==> config.mk <==
export PLATFORM = sky130hd
export DESIGN_NAME = mem_arbiter_flat
export DESIGN_NICKNAME = d
export VERILOG_FILES = /design/src/rtl/mem_arbiter_pkg.sv /design/src/rtl/mem_arbiter_if.sv /design/src/rtl/mem_arbiter.sv /design/src/flat_wrapper.sv
export SDC_FILE = /design/constraint.sdc
export NUM_CORES = 1
export LEC_CHECK = 0
export BUFFER_PORTS_ARGS = -buffer_cell sky130_fd_sc_hd__buf_4
export CAP_MARGIN = 30
export CORE_AREA = 2 2 117 119
export DETAILED_ROUTE_END_ITERATION = 10
export DIE_AREA = 0 0 119 121
export HOLD_SLACK_MARGIN = 0.08
export PLACE_DENSITY = 0.63
export SLEW_MARGIN = 25
export SYNTH_ARGS = -nofsm -noshare
export SYNTH_HDL_FRONTEND = slang
export SYNTH_SLANG_ARGS = --single-unit
==> constraint.sdc <==
create_clock -name clk -period 2.11 [get_ports clk]
set_input_delay 0.211 -clock clk [delete_from_list [all_inputs] [get_ports clk]]
set_output_delay 0.211 -clock clk [all_outputs]
set_load 0.03 [all_outputs]
==> src/rtl/mem_arbiter_pkg.sv <==
// Shared types for the two-port unified-memory arbiter.
package mem_arbiter_pkg;

  typedef enum logic [1:0] {IDLE, ACC, RESP} arb_state_t;
  typedef enum logic       {CORE, DMA}       arb_owner_t;

  localparam int WAIT_MAX = 15;

  function automatic arb_owner_t other_owner(arb_owner_t o);
    return (o == CORE) ? DMA : CORE;
  endfunction

endpackage

==> src/rtl/mem_arbiter_if.sv <==
// Requester and memory-side bundle of mem_arbiter; master is the arbiter view.
interface mem_arbiter_if #(
  parameter int AW = 32,
  parameter int DW = 32
);
  logic          core_req, core_we, core_ack, core_stall;
  logic [AW-1:0] core_addr;
  logic [DW-1:0] core_wdata, core_rdata;
  logic          dma_req, dma_we, dma_ack, dma_stall;
  logic [AW-1:0] dma_addr;
  logic [DW-1:0] dma_wdata, dma_rdata;
  logic          mem_en, mem_we;
  logic [AW-1:0] mem_addr;
  logic [DW-1:0] mem_wdata, mem_rdata;
  logic          busy;

  modport master (
    input  core_req, core_we, core_addr, core_wdata,
    input  dma_req, dma_we, dma_addr, dma_wdata,
    input  mem_rdata,
    output core_ack, core_rdata, core_stall,
    output dma_ack, dma_rdata, dma_stall,
    output mem_en, mem_we, mem_addr, mem_wdata, busy
  );

  modport slave (
    output core_req, core_we, core_addr, core_wdata,
    output dma_req, dma_we, dma_addr, dma_wdata,
    output mem_rdata,
    input  core_ack, core_rdata, core_stall,
    input  dma_ack, dma_rdata, dma_stall,
    input  mem_en, mem_we, mem_addr, mem_wdata, busy
  );
endinterface

==> src/rtl/mem_arbiter.sv <==
// Core/DMA arbiter for the shared instruction/data memory: round-robin grant,
// fixed wait states, registered response and a stall for the core FSM.
module mem_arbiter
  import mem_arbiter_pkg::*;
#(
  parameter int AW          = 32,
  parameter int DW          = 32,
  parameter int WAIT_STATES = 1
) (
  input  logic          clk,
  input  logic          reset,
  mem_arbiter_if.master bus
);

  if (WAIT_STATES < 0 || WAIT_STATES > WAIT_MAX) begin : g_bad_wait_states
    $error("mem_arbiter: WAIT_STATES=%0d outside 0..%0d", WAIT_STATES, WAIT_MAX);
  end

  localparam logic [3:0] LAST_CNT = 4'(WAIT_STATES);

  arb_state_t    state;
  arb_owner_t    owner, last_owner;
  logic [3:0]    wait_cnt;
  logic [DW-1:0] rdata_q;
  logic          core_ack_q, dma_ack_q;

  logic in_acc, last_acc, owner_we, other_req;

  assign in_acc    = (state == ACC);
  assign last_acc  = in_acc && (wait_cnt == LAST_CNT);
  assign owner_we  = (owner == DMA) ? bus.dma_we : bus.core_we;
  assign other_req = (owner == CORE) ? bus.dma_req : bus.core_req;

  always_ff @(posedge clk) begin
    if (reset) begin
      state      <= IDLE;
      owner      <= CORE;
      last_owner <= DMA;
      wait_cnt   <= '0;
      rdata_q    <= '0;
      core_ack_q <= 1'b0;
      dma_ack_q  <= 1'b0;
    end else begin
      case (state)
        IDLE: begin
          if (bus.core_req || bus.dma_req) begin
            if (bus.core_req && bus.dma_req) owner <= other_owner(last_owner);
            else                             owner <= bus.core_req ? CORE : DMA;
            wait_cnt <= '0;
            state    <= ACC;
          end
        end
        ACC: begin
          if (wait_cnt == LAST_CNT) begin
            rdata_q    <= bus.mem_rdata;
            last_owner <= owner;
            core_ack_q <= (owner == CORE);
            dma_ack_q  <= (owner == DMA);
            state      <= RESP;
          end else begin
            wait_cnt <= wait_cnt + 4'd1;
          end
        end
        RESP: begin
          // Owner's req is still high from the finished access; only the
          // other side may be granted here, which gives strict alternation.
          core_ack_q <= 1'b0;
          dma_ack_q  <= 1'b0;
          if (other_req) begin
            owner    <= other_owner(owner);
            wait_cnt <= '0;
            state    <= ACC;
          end else begin
            state <= IDLE;
          end
        end
        default: state <= IDLE;
      endcase
    end
  end

  // Write strobe gated by reset so an aborted access never commits.
  assign bus.mem_en    = in_acc;
  assign bus.mem_we    = last_acc & owner_we & ~reset;
  assign bus.mem_addr  = (in_acc && owner == DMA) ? bus.dma_addr  : bus.core_addr;
  assign bus.mem_wdata = (in_acc && owner == DMA) ? bus.dma_wdata : bus.core_wdata;

  assign bus.core_ack   = core_ack_q;
  assign bus.dma_ack    = dma_ack_q;
  assign bus.core_rdata = rdata_q;
  assign bus.dma_rdata  = rdata_q;
  assign bus.core_stall = bus.core_req & ~core_ack_q;
  assign bus.dma_stall  = bus.dma_req & ~dma_ack_q;
  assign bus.busy       = (state != IDLE);

endmodule

==> src/flat_wrapper.sv <==
// flat-port wrapper written by rule: the top's interface ports become plain ports
module mem_arbiter_flat import mem_arbiter_pkg::*;
#(
  parameter int AW          = 32,
  parameter int DW          = 32,
  parameter int WAIT_STATES = 1
)
  (clk, reset, bus_core_req, bus_core_we, bus_core_addr, bus_core_wdata, bus_dma_req, bus_dma_we, bus_dma_addr, bus_dma_wdata, bus_mem_rdata, bus_core_ack, bus_core_rdata, bus_core_stall, bus_dma_ack, bus_dma_rdata, bus_dma_stall, bus_mem_en, bus_mem_we, bus_mem_addr, bus_mem_wdata, bus_busy);
  mem_arbiter_if #(.AW(AW), .DW(DW)) bus_i ();
  input  logic clk;
  input  logic reset;
  input wire logic [$bits(bus_i.core_req)-1:0] bus_core_req;
  input wire logic [$bits(bus_i.core_we)-1:0] bus_core_we;
  input wire logic [$bits(bus_i.core_addr)-1:0] bus_core_addr;
  input wire logic [$bits(bus_i.core_wdata)-1:0] bus_core_wdata;
  input wire logic [$bits(bus_i.dma_req)-1:0] bus_dma_req;
  input wire logic [$bits(bus_i.dma_we)-1:0] bus_dma_we;
  input wire logic [$bits(bus_i.dma_addr)-1:0] bus_dma_addr;
  input wire logic [$bits(bus_i.dma_wdata)-1:0] bus_dma_wdata;
  input wire logic [$bits(bus_i.mem_rdata)-1:0] bus_mem_rdata;
  output wire logic [$bits(bus_i.core_ack)-1:0] bus_core_ack;
  output wire logic [$bits(bus_i.core_rdata)-1:0] bus_core_rdata;
  output wire logic [$bits(bus_i.core_stall)-1:0] bus_core_stall;
  output wire logic [$bits(bus_i.dma_ack)-1:0] bus_dma_ack;
  output wire logic [$bits(bus_i.dma_rdata)-1:0] bus_dma_rdata;
  output wire logic [$bits(bus_i.dma_stall)-1:0] bus_dma_stall;
  output wire logic [$bits(bus_i.mem_en)-1:0] bus_mem_en;
  output wire logic [$bits(bus_i.mem_we)-1:0] bus_mem_we;
  output wire logic [$bits(bus_i.mem_addr)-1:0] bus_mem_addr;
  output wire logic [$bits(bus_i.mem_wdata)-1:0] bus_mem_wdata;
  output wire logic [$bits(bus_i.busy)-1:0] bus_busy;
  assign bus_i.core_req = bus_core_req;
  assign bus_i.core_we = bus_core_we;
  assign bus_i.core_addr = bus_core_addr;
  assign bus_i.core_wdata = bus_core_wdata;
  assign bus_i.dma_req = bus_dma_req;
  assign bus_i.dma_we = bus_dma_we;
  assign bus_i.dma_addr = bus_dma_addr;
  assign bus_i.dma_wdata = bus_dma_wdata;
  assign bus_i.mem_rdata = bus_mem_rdata;
  assign bus_core_ack = bus_i.core_ack;
  assign bus_core_rdata = bus_i.core_rdata;
  assign bus_core_stall = bus_i.core_stall;
  assign bus_dma_ack = bus_i.dma_ack;
  assign bus_dma_rdata = bus_i.dma_rdata;
  assign bus_dma_stall = bus_i.dma_stall;
  assign bus_mem_en = bus_i.mem_en;
  assign bus_mem_we = bus_i.mem_we;
  assign bus_mem_addr = bus_i.mem_addr;
  assign bus_mem_wdata = bus_i.mem_wdata;
  assign bus_busy = bus_i.busy;
  mem_arbiter #(.AW(AW), .DW(DW), .WAIT_STATES(WAIT_STATES)) u_core (.clk(clk), .reset(reset), .bus(bus_i));
endmodule
==> flow_metrics.py <==
metrics = {
    "setup_path": {
        "reg2reg_depth": 5,
        "critPathKind": "register to output pin",
        "r2r_end": "u_core.bus.core_rdata[13]$_SDFFE_PP0N_",
        "rr_startpoint": "u_core.wait_cnt[0]$_SDFFE_PP0P_",
        "end_kind": "output pin",
        "cp.required_ns": 1.90,
        "critPathArrivalTime_ns": 1.81,
        "start_kind": "register",
        "rrSetupSlack_ns": 0.34,
        "crit_fanout": 19,
    },
    "route": {
        "viasPerCell": 4.22,
        "ant_nets": 0,
        "drt_pass1_iterations": 4,
        "drc_errors": 0,
        "wl_per_cell_um": 16.5,
        "num_vias": 3175,
        "wirelength_um": 12400,
        "drtIter0Drc": 115,
    },
    "logic_synthesis": {
        "yosysTopAreaCell": "dfxtp_1",
        "netlist_top_cells_area": "dfxtp_1, mux2_2, nand2_1",
        "postSynthAreaPerCell_um2": 8.94,
        "synth_edf_count": 0,
        "yosysUniqueCellTypes": 38,
        "yosysTopAreaCellShare_pct": 29.9,
        "async_flop_share_pct": 0,
        "synth_ff_type": "dfxtp_1",
        "syn_inst": 314,
        "ys_seq_area_share_pct": 29.9,
        "synth_seq_cells": 42,
        "yosys_warnings": 0,
        "synthesis.area_mm2": 0.00281,
        "synth.net_count": 482,
    },
    "pwr": {
        "leakage_nw": 2.43,
        "powerDensity_mw_per_mm2": 525,
        "irDropWorstVdd_uv": 276,
    },
    "clock_tree": {
        "clk_pin_slew_ns": 0.06,
        "clkLatencyLatePin_ns": 0.27,
        "cts_hold_buf": 0,
        "clock_sinks": 42,
        "cts_buffers": 5,
        "cts_resized": 0,
        "post_cts_buffers": 0,
        "clock-root-buffer": "clkbuf_16",
        "cts_tree": "built",
        "cts_max_path_buffers": 2,
        "htreeDepth": 2,
    },
    "place": {
        "hpwl_um": 10400,
        "io_buffer_count": 300,
        "numPlacedInstances": 744,
        "gp_congestion": 0.916,
    },
    "timing": {
        "worst_pin_slew_ns": 0.402,
        "fin_crit_sh_pct": 95.7,
        "hold_violations": 0,
        "drv_slew": 0,
        "relSlewSlack_pct": 73.2,
        "rsz0062_at_grt": "no",
        "setup_tns_ns": 0,
        "setup_viol": 0,
        "period_needed_ns": 2.02,
        "fmax_mhz": 495,
        "finClkSkew_ns": 0.00415,
    },
    "final_layout": {
        "area_delta_synth_final_pct": 81.2,
        "final_cell_mix": "buf_4, nand2_1, mux2_2, dfxtp_1, a21oi_1",
        "post-route-util_pct": 38.9,
        "drive_gt1_share_pct": 67.9,
        "num-nets-final": 744,
        "antennaDiodeCount": 0,
        "instances_no_fill": 752,
        "layout_commonest_cell": "buf_4",
        "fillers": 1300,
    },
    "floorplanning": {
        "ios": 301,
        "start_util_pct": 21.5,
        "row_count": 42,
        "core_region_area_mm2": 0.0131,
        "die_area_mm2": 0.0144,
        "die_x_um": 119,
        "fp.dieH_um": 121,
    },
    "run": {
        "max-cap-violations": 0,
    },
    "global_route": {
        "grt_pass1_wl_um": 17400,
        "grt-ovfl-total": 0,
        "grt_use_total_pct": 15.7,
        "grt_max_degree": 38,
        "first_global_vias": 3010,
        "antenna_found_initial": 1,
    },
    "worst_hold_path": {
        "hold_path_class": "primary input to register",
        "holdPathEnd": "u_core.bus.core_rdata[6]$_SDFFE_PP0N_",
        "hp-start": "bus_mem_rdata[6]",
        "hold_depth": 3,
    },
    "run_status": {
        "outcome": "completed",
    },
}
## where the power goes
part           internal (mW)  switching, mW
clock                  0.432          0.287
combinational          0.522          0.579
sequential             0.824         0.0295
## sequential cells by signal, summed over array words and instances, names as in the netlist
| register | count |
|---|---|
| u_core.bus.core_ack | 1 |
| u_core.bus.core_rdata | 32 |
| u_core.bus.dma_ack | 1 |
| u_core.last_owner | 1 |
| u_core.owner | 1 |
| u_core.state | 2 |
| u_core.wait_cnt | 4 |
## final cells by class
type,instances,area [um2],area share (%)
repair buffers,309,2350,46.2
multi-input cells,215,1530,30.0
flip-flops and latches,42,842,16.5
well taps,176,220,4.33
clock buffers,6,129,2.53
inverters,3,11.3,0.221
clock inverters,1,7.51,0.148
## stage by stage
| step | setup WS [ns] | hold WS (ns) | power (mW) | instance area, um2 |
|---|---|---|---|---|
| 4_1_cts | 0.0409 | 0.173 | 2.70 | 5060 |
| 5_1_grt | 0.00258 | 0.177 | 2.78 | 5090 |
| 3_5_place_dp | 0.345 | 0.461 | 1.97 | 4930 |
| 2_1_floorplan | 0.0213 | 0.347 | 1.48 | 2810 |
| 3_3_place_gp | 0.358 | 0.459 | 1.96 | 4930 |
| 6_report | 0.0917 | 0.180 | 2.67 | 5090 |
## worst max-delay path, stage by stage (launching register included)
cell and delay (ns):
dfxtp_1 0.32, and2b_1 0.21, nand2_4 0.19, buf_12 0.20, mux2_2 0.41, buf_4 0.19
## synthesized netlist by cell type (4+ instances only)
library cell,count
a21oi_1,27
a21oi_2,10
buf_2,5
buf_4,34
buf_6,6
buf_8,4
clkbuf_1,4
dfxtp_1,42
mux2_1,7
mux2_2,58
nand2_1,69
nor2_1,6
nor3_1,4
## routing by layer
metal | wire, um | global-route usage [%]
met2 | 6670 | 29.0
met5 | 13 | 0
met4 | 253 | 5.06
met1 | 4650 | 17.8
met3 | 852 | 3.48
## kinds of logic (layout without fill, tap and decap cells)
group	after synthesis	after routing	synth area share (%)
buffers and inverters	57	319	15.6
DFF	42	42	29.9
and+or+nand+nor	95	95	15.2
AOI/OAI and AO/OA	52	52	11.9
muxes	66	66	26.4
adders and majority gates	2	2	0.891
## worst max path at each step
| stage | from | endpoint | cells after the start |
|---|---|---|---|
| after floorplan | u_core.wait_cnt[0]$_SDFFE_PP0P_ | bus_mem_we | 5 |
| after global placement | u_core.state[1]$_SDFFE_PP0P_ | bus_mem_wdata[26] | 5 |
| after detailed placement | u_core.state[1]$_SDFFE_PP0P_ | bus_mem_wdata[26] | 5 |
| after CTS | u_core.state[1]$_SDFFE_PP0P_ | bus_mem_wdata[26] | 5 |
| after global routing | u_core.wait_cnt[0]$_SDFFE_PP0P_ | bus_mem_we | 5 |
| final | u_core.state[1]$_SDFFE_PP0P_ | bus_mem_wdata[26] | 5 |
(Power assumes the default switching activity.)
